===== src/rtl/px_stream_bridge.sv =====
// px_stream_bridge: show-ahead FIFO from SD words to LCD words with a byte-order transform
// applied at push, block counting on pops, and frame_start flush.
module px_stream_bridge #(
    parameter int DATA_W    = 32,
    parameter int DEPTH     = 16,
    parameter int BLK_WORDS = 128,
    parameter int BLK_CNT_W = 16
) (
    input  logic                     clk,
    input  logic                     rst_n,
    input  logic                     frame_start,
    input  logic [1:0]               swap_mode,
    input  logic [DATA_W-1:0]        in_data,
    input  logic                     in_trigger,
    output logic                     in_busy,
    output logic [DATA_W-1:0]        out_data,
    output logic                     out_valid,
    input  logic                     out_ready,
    output logic                     blk_done,
    output logic [BLK_CNT_W-1:0]     blk_count,
    output logic [$clog2(DEPTH):0]   level,
    output logic                     overflow
);
    localparam int AW    = $clog2(DEPTH);
    localparam int LANES = DATA_W / 16;
    localparam int NB    = DATA_W / 8;
    localparam int WCW   = BLK_WORDS > 1 ? $clog2(BLK_WORDS) : 1;
    localparam logic [AW:0] FULL = (AW + 1)'(DEPTH);

    logic [DATA_W-1:0] mem [DEPTH];
    logic [AW-1:0]     wr_ptr, rd_ptr;
    logic [WCW-1:0]    wcnt;
    logic [DATA_W-1:0] sw1, sw2, sw3, xf;
    logic              full, push, pop, last;

    // With an odd lane count the top lane has no partner and stays in place.
    for (genvar i = 0; i < LANES; i++) begin : g_lane
        localparam int J = ((i ^ 1) < LANES) ? (i ^ 1) : i;
        assign sw1[16*i +: 16] = {in_data[16*i +: 8], in_data[16*i+8 +: 8]};
        assign sw3[16*i +: 16] = in_data[16*J +: 16];
    end

    for (genvar i = 0; i < NB; i++) begin : g_byte
        assign sw2[8*i +: 8] = in_data[8*(NB-1-i) +: 8];
    end

    assign xf        = swap_mode == 2'd0 ? in_data :
                       swap_mode == 2'd1 ? sw1 :
                       swap_mode == 2'd2 ? sw2 : sw3;
    assign full      = level == FULL;
    assign in_busy   = full;
    assign out_valid = level != '0;
    assign out_data  = mem[rd_ptr];
    assign push      = in_trigger && !full;
    assign pop       = out_valid && out_ready;
    assign last      = wcnt == WCW'(BLK_WORDS - 1);

    // Storage is deliberately left out of reset.
    always_ff @(posedge clk)
        if (push && rst_n && !frame_start)
            mem[wr_ptr] <= xf;

    always_ff @(posedge clk) begin
        if (!rst_n || frame_start) begin
            wr_ptr    <= '0;
            rd_ptr    <= '0;
            level     <= '0;
            wcnt      <= '0;
            blk_count <= '0;
            blk_done  <= 1'b0;
            overflow  <= 1'b0;
        end else begin
            if (push)
                wr_ptr <= wr_ptr + 1'b1;
            if (pop)
                rd_ptr <= rd_ptr + 1'b1;
            level    <= level + {{AW{1'b0}}, push} - {{AW{1'b0}}, pop};
            blk_done <= pop && last;
            if (in_trigger && full)
                overflow <= 1'b1;
            if (pop)
                wcnt <= last ? '0 : wcnt + 1'b1;
            if (pop && last)
                blk_count <= blk_count + 1'b1;
        end
    end
endmodule


===== config.mk =====
export PLATFORM = sky130hd
export DESIGN_NAME = px_stream_bridge
export DESIGN_NICKNAME = d
export VERILOG_FILES = /design/src/rtl/px_stream_bridge.sv
export SDC_FILE = /design/constraint.sdc
export NUM_CORES = 1
export LEC_CHECK = 0
export ABC_AREA = 1
export CAP_MARGIN = 0
export CORE_UTILIZATION = 33
export DETAILED_ROUTE_END_ITERATION = 7
export PLACE_DENSITY = 0.58
export SLEW_MARGIN = 20
export SYNTH_ARGS = -nofsm -noshare
export SYNTH_HDL_FRONTEND = slang
export SYNTH_SLANG_ARGS = --single-unit

===== constraint.sdc =====
create_clock -name clk -period 4.5 [get_ports clk]
set_input_delay 1.125 -clock clk [delete_from_list [all_inputs] [get_ports clk]]
set_output_delay 1.125 -clock clk [all_outputs]
set_load 0.02 [all_outputs]

# [Word-level counts from Yosys, hierarchy flattened]
# Memory sizes are Yosys's and may differ from the RTL's. A register that Yosys moved wholly into a read port is not among the register bits.
# Cells that the tools add are included.
[totals] word_cells=38 n_memories=1 ram_bits=512 regBits=38 output_inout_bits=57
[memory_table] name="mem" words=16 width=32 read_ports=1 rd_clocked_by_memory_dff=1 wr=1 line="30" text="logic [DATA_W-1:0] mem [DEPTH];"
[op_classes] reduce_logical=12 eq_ne=4 mux=8 add_sub_neg=6
[ops] cell="$mux 32" n=3
[ops] cell="$add 16x1->16 const B" n=1
[ops] cell="$add 4x1->4 const B" n=2
[ops] cell="$mux 4" n=2
[ops] cell="$add 7x1->7 const B" n=1
[ops] cell="$eq 7x7->1 const B" n=1
[ops] cell="$mux 7" n=1
[ops] cell="$logic_and 1x1->1" n=6
[ops] cell="$add 5x1->5" n=1
[ops] cell="$eq 5x5->1 const B" n=1
[ops] cell="$reduce_bool 5->1" n=1
[ops] cell="$sub 5x1->5" n=1
[ops] cell="$logic_not 1->1" n=3
[ops] cell="$eq 2x1->1 const B" n=1
[ops] cell="$eq 2x2->1 const B" n=1
[ops] cell="$logic_not 2->1" n=1
[ops] cell="$mux 1" n=2
[ops] cell="$logic_or 1x1->1" n=1

# [Depth between registers and ports, before layout]
# Gate-level depths: netlist (run 1).
[depth] word_depth=7 mapped_depth=16 mapped_depth_nobuf=16

# [Worst setup path after synthesis (run 1)]
# No wires, ideal clock.
[synth_timing] path_kind="in2reg" start="input port rst_n" end="memory mem[11][0] (enable)" setup_time_ns=0.421 required_ns=4.079 stages=5 path_buffers=1 slack_ns=0.986 arrival_time_ns=3.093 cell_sequence="inv_1 -> nor2_1 -> buf_2 -> nand3_1 -> nor2_1"
[synth_via] elab_chain_cells=4
[synth_lines] element="start: declaration" line="10" text="input logic rst_n,"
[synth_lines] element="$logic_and 1x1->1 (2 in series)" line="60" text="if (push && rst_n && !frame_start)"
[synth_lines] element="$mux 1" line="60"
[synth_lines] element="$mux 1 (not written as such)" line="61" text="mem[wr_ptr] <= xf;"
[synth_lines] element="end: declaration" line="30"
# Every way passes these cells.

==> impl_metrics.py, run 1 <==
metrics = {
    "global_route": {
        "antenna_found_initial": 5,
        "grt.overflow.total": 0,
        "track_usage": 0.167,
        "grt_pass1_vias": 15100,
        "grt_max_degree": 177,
        "grt_pass1_wl_um": 93300,
    },
    "sta": {
        "drv_slew": 0,
        "tightest_slew_ps": 1080,
        "finalSetupViolCount": 0,
        "post-route-min-period_ps": 4140,
        "fin_ws_ps": 363,
        "finalCritPeriodShare": 0.919,
        "fmax_ghz": 0.242,
        "rsz0062_at_grt": "no",
        "relSlewSlack": 0.277,
        "setup_tns_ps": 0,
        "finalHoldViolations": 0,
        "skew_ps": 27.4,
    },
    "clock_network": {
        "tritoncts": "built",
        "hold_buffers": 0,
        "postCtsSetupRepairBufs": 0,
        "cts.root.buffer_cell": "clkbuf_16",
        "cts_resized": 0,
        "cts.htree.levels": 2,
        "cts_sinks": 554,
        "cts.path.max_buffers": 3,
        "clk_latency_ps": 610,
        "cts-buffers-inserted": 57,
        "path_clk_slew_ps": 60,
    },
    "layout": {
        "seq_area_mm2": 0.0162,
        "final_util": 0.389,
        "nets": 2271,
        "stdcell_count": 3214,
        "num-fill-cells": 6808,
        "n_antenna_cell": 0,
        "drive_gt1_frac": 0.0773,
        "multi_input_area_mm2": 0.00582,
        "syn2layout_area_growth_pct": 16.4,
    },
    "critical_path": {
        "crit_required_ps": 3380,
        "r2r-start": "level[2]",
        "path_class": "reg2out",
        "worstSetupStartpointType": "flip-flop",
        "critical_path.top_delay_family": "buffers and inverters",
        "crit_path_cell_trace": "buf_12 > o21ai_0 > nand3_1 > nand3_1 > nand2_1 > clkdlybuf4s50_1",
        "cp_data_arrival_time_ps": 3010,
        "path_max_fanout": 176,
        "crit_top_cell": "nand3_1",
        "setup.worst_path.end_class": "primary output",
        "r2r_end": "mem[13][17]",
        "reg2reg_depth": 8,
        "max_stage_delay_ps": 620,
        "slowest_stage": "clkdlybuf4s50_1",
        "reg2reg_slack_ps": 1710,
        "crit_buf_inv": 2,
    },
    "detailed_routing": {
        "wl_per_cell_um": 19.4,
        "routed_wl_um": 62300,
        "drc": 0,
        "dr.pass1.iters": 6,
        "ant_nets": 0,
        "vias_per_cell": 5.00,
        "via_count": 16100,
        "drt_first_iter_violations": 1441,
    },
    "logic_synthesis": {
        "post-synth-top-area-cell": "edfxtp_1",
        "yosys_register_bits": 554,
        "synth_top_area_share": 0.641,
        "synthXorXnorAreaFrac": 0.00183,
        "yosysSeqAreaShare": 0.676,
        "ys_types": 32,
        "synth_area_mm2": 0.0240,
        "avgSynthCellArea_um2": 11.3,
        "synth-simple-area-share": 0.106,
        "synthesis.nets": 2179,
        "yosysWarnings": 0,
        "synth_area_leaders": "edfxtp_1, inv_1, nand3_1, nand2_1, o211ai_1",
        "synthAdderAreaFrac": 0.00710,
        "synth_compound_area_frac": 0.122,
        "synth.area.mux_share": 0,
        "syn-instance-count": 2127,
        "synth_top_family_by_area": "compound AO/OA/AOI/OAI gates",
    },
    "place": {
        "port_buffers": 95,
        "gp_congestion": 0.870,
        "post-place-ws_ps": 581,
        "dpl.hpwl_um": 34500,
        "dp.cells": 3110,
    },
    "die": {
        "die_w_um": 272,
        "die_area_mm2": 0.0737,
        "num_rows": 98,
        "fp.coreArea_mm2": 0.0717,
        "num_io_pins": 96,
        "die_y_um": 272,
        "initial_core_util": 0.334,
    },
    "hold_path": {
        "holdPathEnd": "overflow",
        "hp-class": "reg2reg",
        "hp-start": "overflow",
        "min_path_cells": 2,
    },
    "flow_run": {
        "timing.max_cap.violations": 0,
    },
    "power": {
        "p_clk_frac": 0.379,
        "p_leak_nw": 9.66,
        "internal_power_w": 0.00886,
        "pwr-share-comb": 0.129,
        "vdd_drop_max_uv": 298,
        "power_switching_w": 0.00292,
        "p_sw_frac": 0.248,
        "seqPwrFrac": 0.492,
        "power_density_mw_per_mm2": 422,
        "power_w": 0.0118,
    },
    "status": {
        "status": "completed",
    },
}
[metal layers]
layer	global-route usage	vias up	wire length [um]	part of all wire
li1	-	7641	-	-
met2	0.272	504	29200	0.47
met1	0.231	7810	27800	0.45
met4	0.0401	10	1210	0.019
met5	0	-	67	0.0011
met3	0.0292	103	3960	0.064
[logic make-up after synthesis]
| family | after synthesis |
|---|---|
| AOI/OAI and AO/OA | 508 |
| xor gates and xnor gates | 5 |
| adders and majority gates | 13 |
| buffers and inverters | 458 |
| and+or+nand+nor | 589 |
| DFF | 554 |
[Yosys cell counts, drive strengths merged]
library cell    n
a21oi         180
a31oi          20
buf            81
clkbuf         45
dfxtp          42
edfxtp        512
fa              1
ha             12
inv           332
nand2         280
nand3         238
nor2           66
nor3            3
o211ai        128
o21a            5
o21ai         165
o221ai          6
o22ai           4
or2             2
xnor2           1
xor2            4
[worst reg2reg max path, stage by stage, from the launching register on]
cell and delay (ps):
dfxtp_1 380, inv_1 80, ha_1 220, nand3_1 110
nand2_1 150, inv_1 220, nand2_1 290, nor2_4 690
buf_12 310
[registers in the layout, summed over array words and instances (netlist names), named ones only]
name / flops
wr_ptr: 4
blk_done: 1
rd_ptr: 4
wcnt: 7
mem: 512
overflow: 1
level: 5
blk_count: 16
[layout make-up]
type                       count  share of cell area
sequential                   554               0.581
multi-input combinational   1115               0.209
timing repair buffer         159              0.0603
clock buffer                  81              0.0559
inverter                     332              0.0447
tap                          950              0.0426
clock inverter                23             0.00659
[worst max path at each step]
stage | from | end | cells past startpoint
after detailed placement | swap_mode[1] | mem[10][13] | 7
after global placement | rst_n | mem[13][18] | 6
final | flip-flop | out_data[23] | 6
after floorplan | rst_n | mem[11][0] | 5
after global routing | flip-flop | out_data[25] | 6
after CTS | flip-flop | out_data[25] | 6
[cells in the final DEF, fill, tap and decap left out, types with 3 or more instances in the layout]
cell type        count
edfxtp_1           512
inv_1              327
nand2_1            279
nand3_1            237
a21oi_1            172
o211ai_1           128
o21ai_0            100
clkdlybuf4s50_1     95
o21ai_1             65
clkbuf_16           59
nor2_1              47
buf_4               44
dfxtp_1             38
clkbuf_1            22
a31oi_1             20
buf_12              20
nor2_4              16
ha_1                12
clkinv_1            11
a21oi_2              8
clkinv_2             8
o221ai_1             6
o21a_1               5
inv_2                4
xor2_1               4
o22ai_1              4
nor3_1               3
nor2_2               3
bufinv_16            3
[through the flow]
step	instance area, um2	hold slack [ps]
6_report	27900	457
5_1_grt	27900	493
4_1_cts	27900	461
3_5_place_dp	26100	448
3_3_place_gp	26100	440
2_1_floorplan	24000	451
[power by group through the flow]
stage / Clock [W] / Combinational [W] / Sequential (W)
6_report: 0.00446 / 0.00152 / 0.00580
5_1_grt: 0.00475 / 0.00169 / 0.00580
4_1_cts: 0.00456 / 0.00154 / 0.00580
3_5_place_dp: 0 / 0.00153 / 0.00591
3_3_place_gp: 0 / 0.00149 / 0.00590
2_1_floorplan: 0 / 0.00103 / 0.00589
(Power assumes the default switching activity.)
==> run 2, diff against run 1 <==
- HOLD_SLACK_MARGIN: default -> 0.15
==> results of run 2 <==
The final DEF is identical to that of run 1; final timing and power are the same.
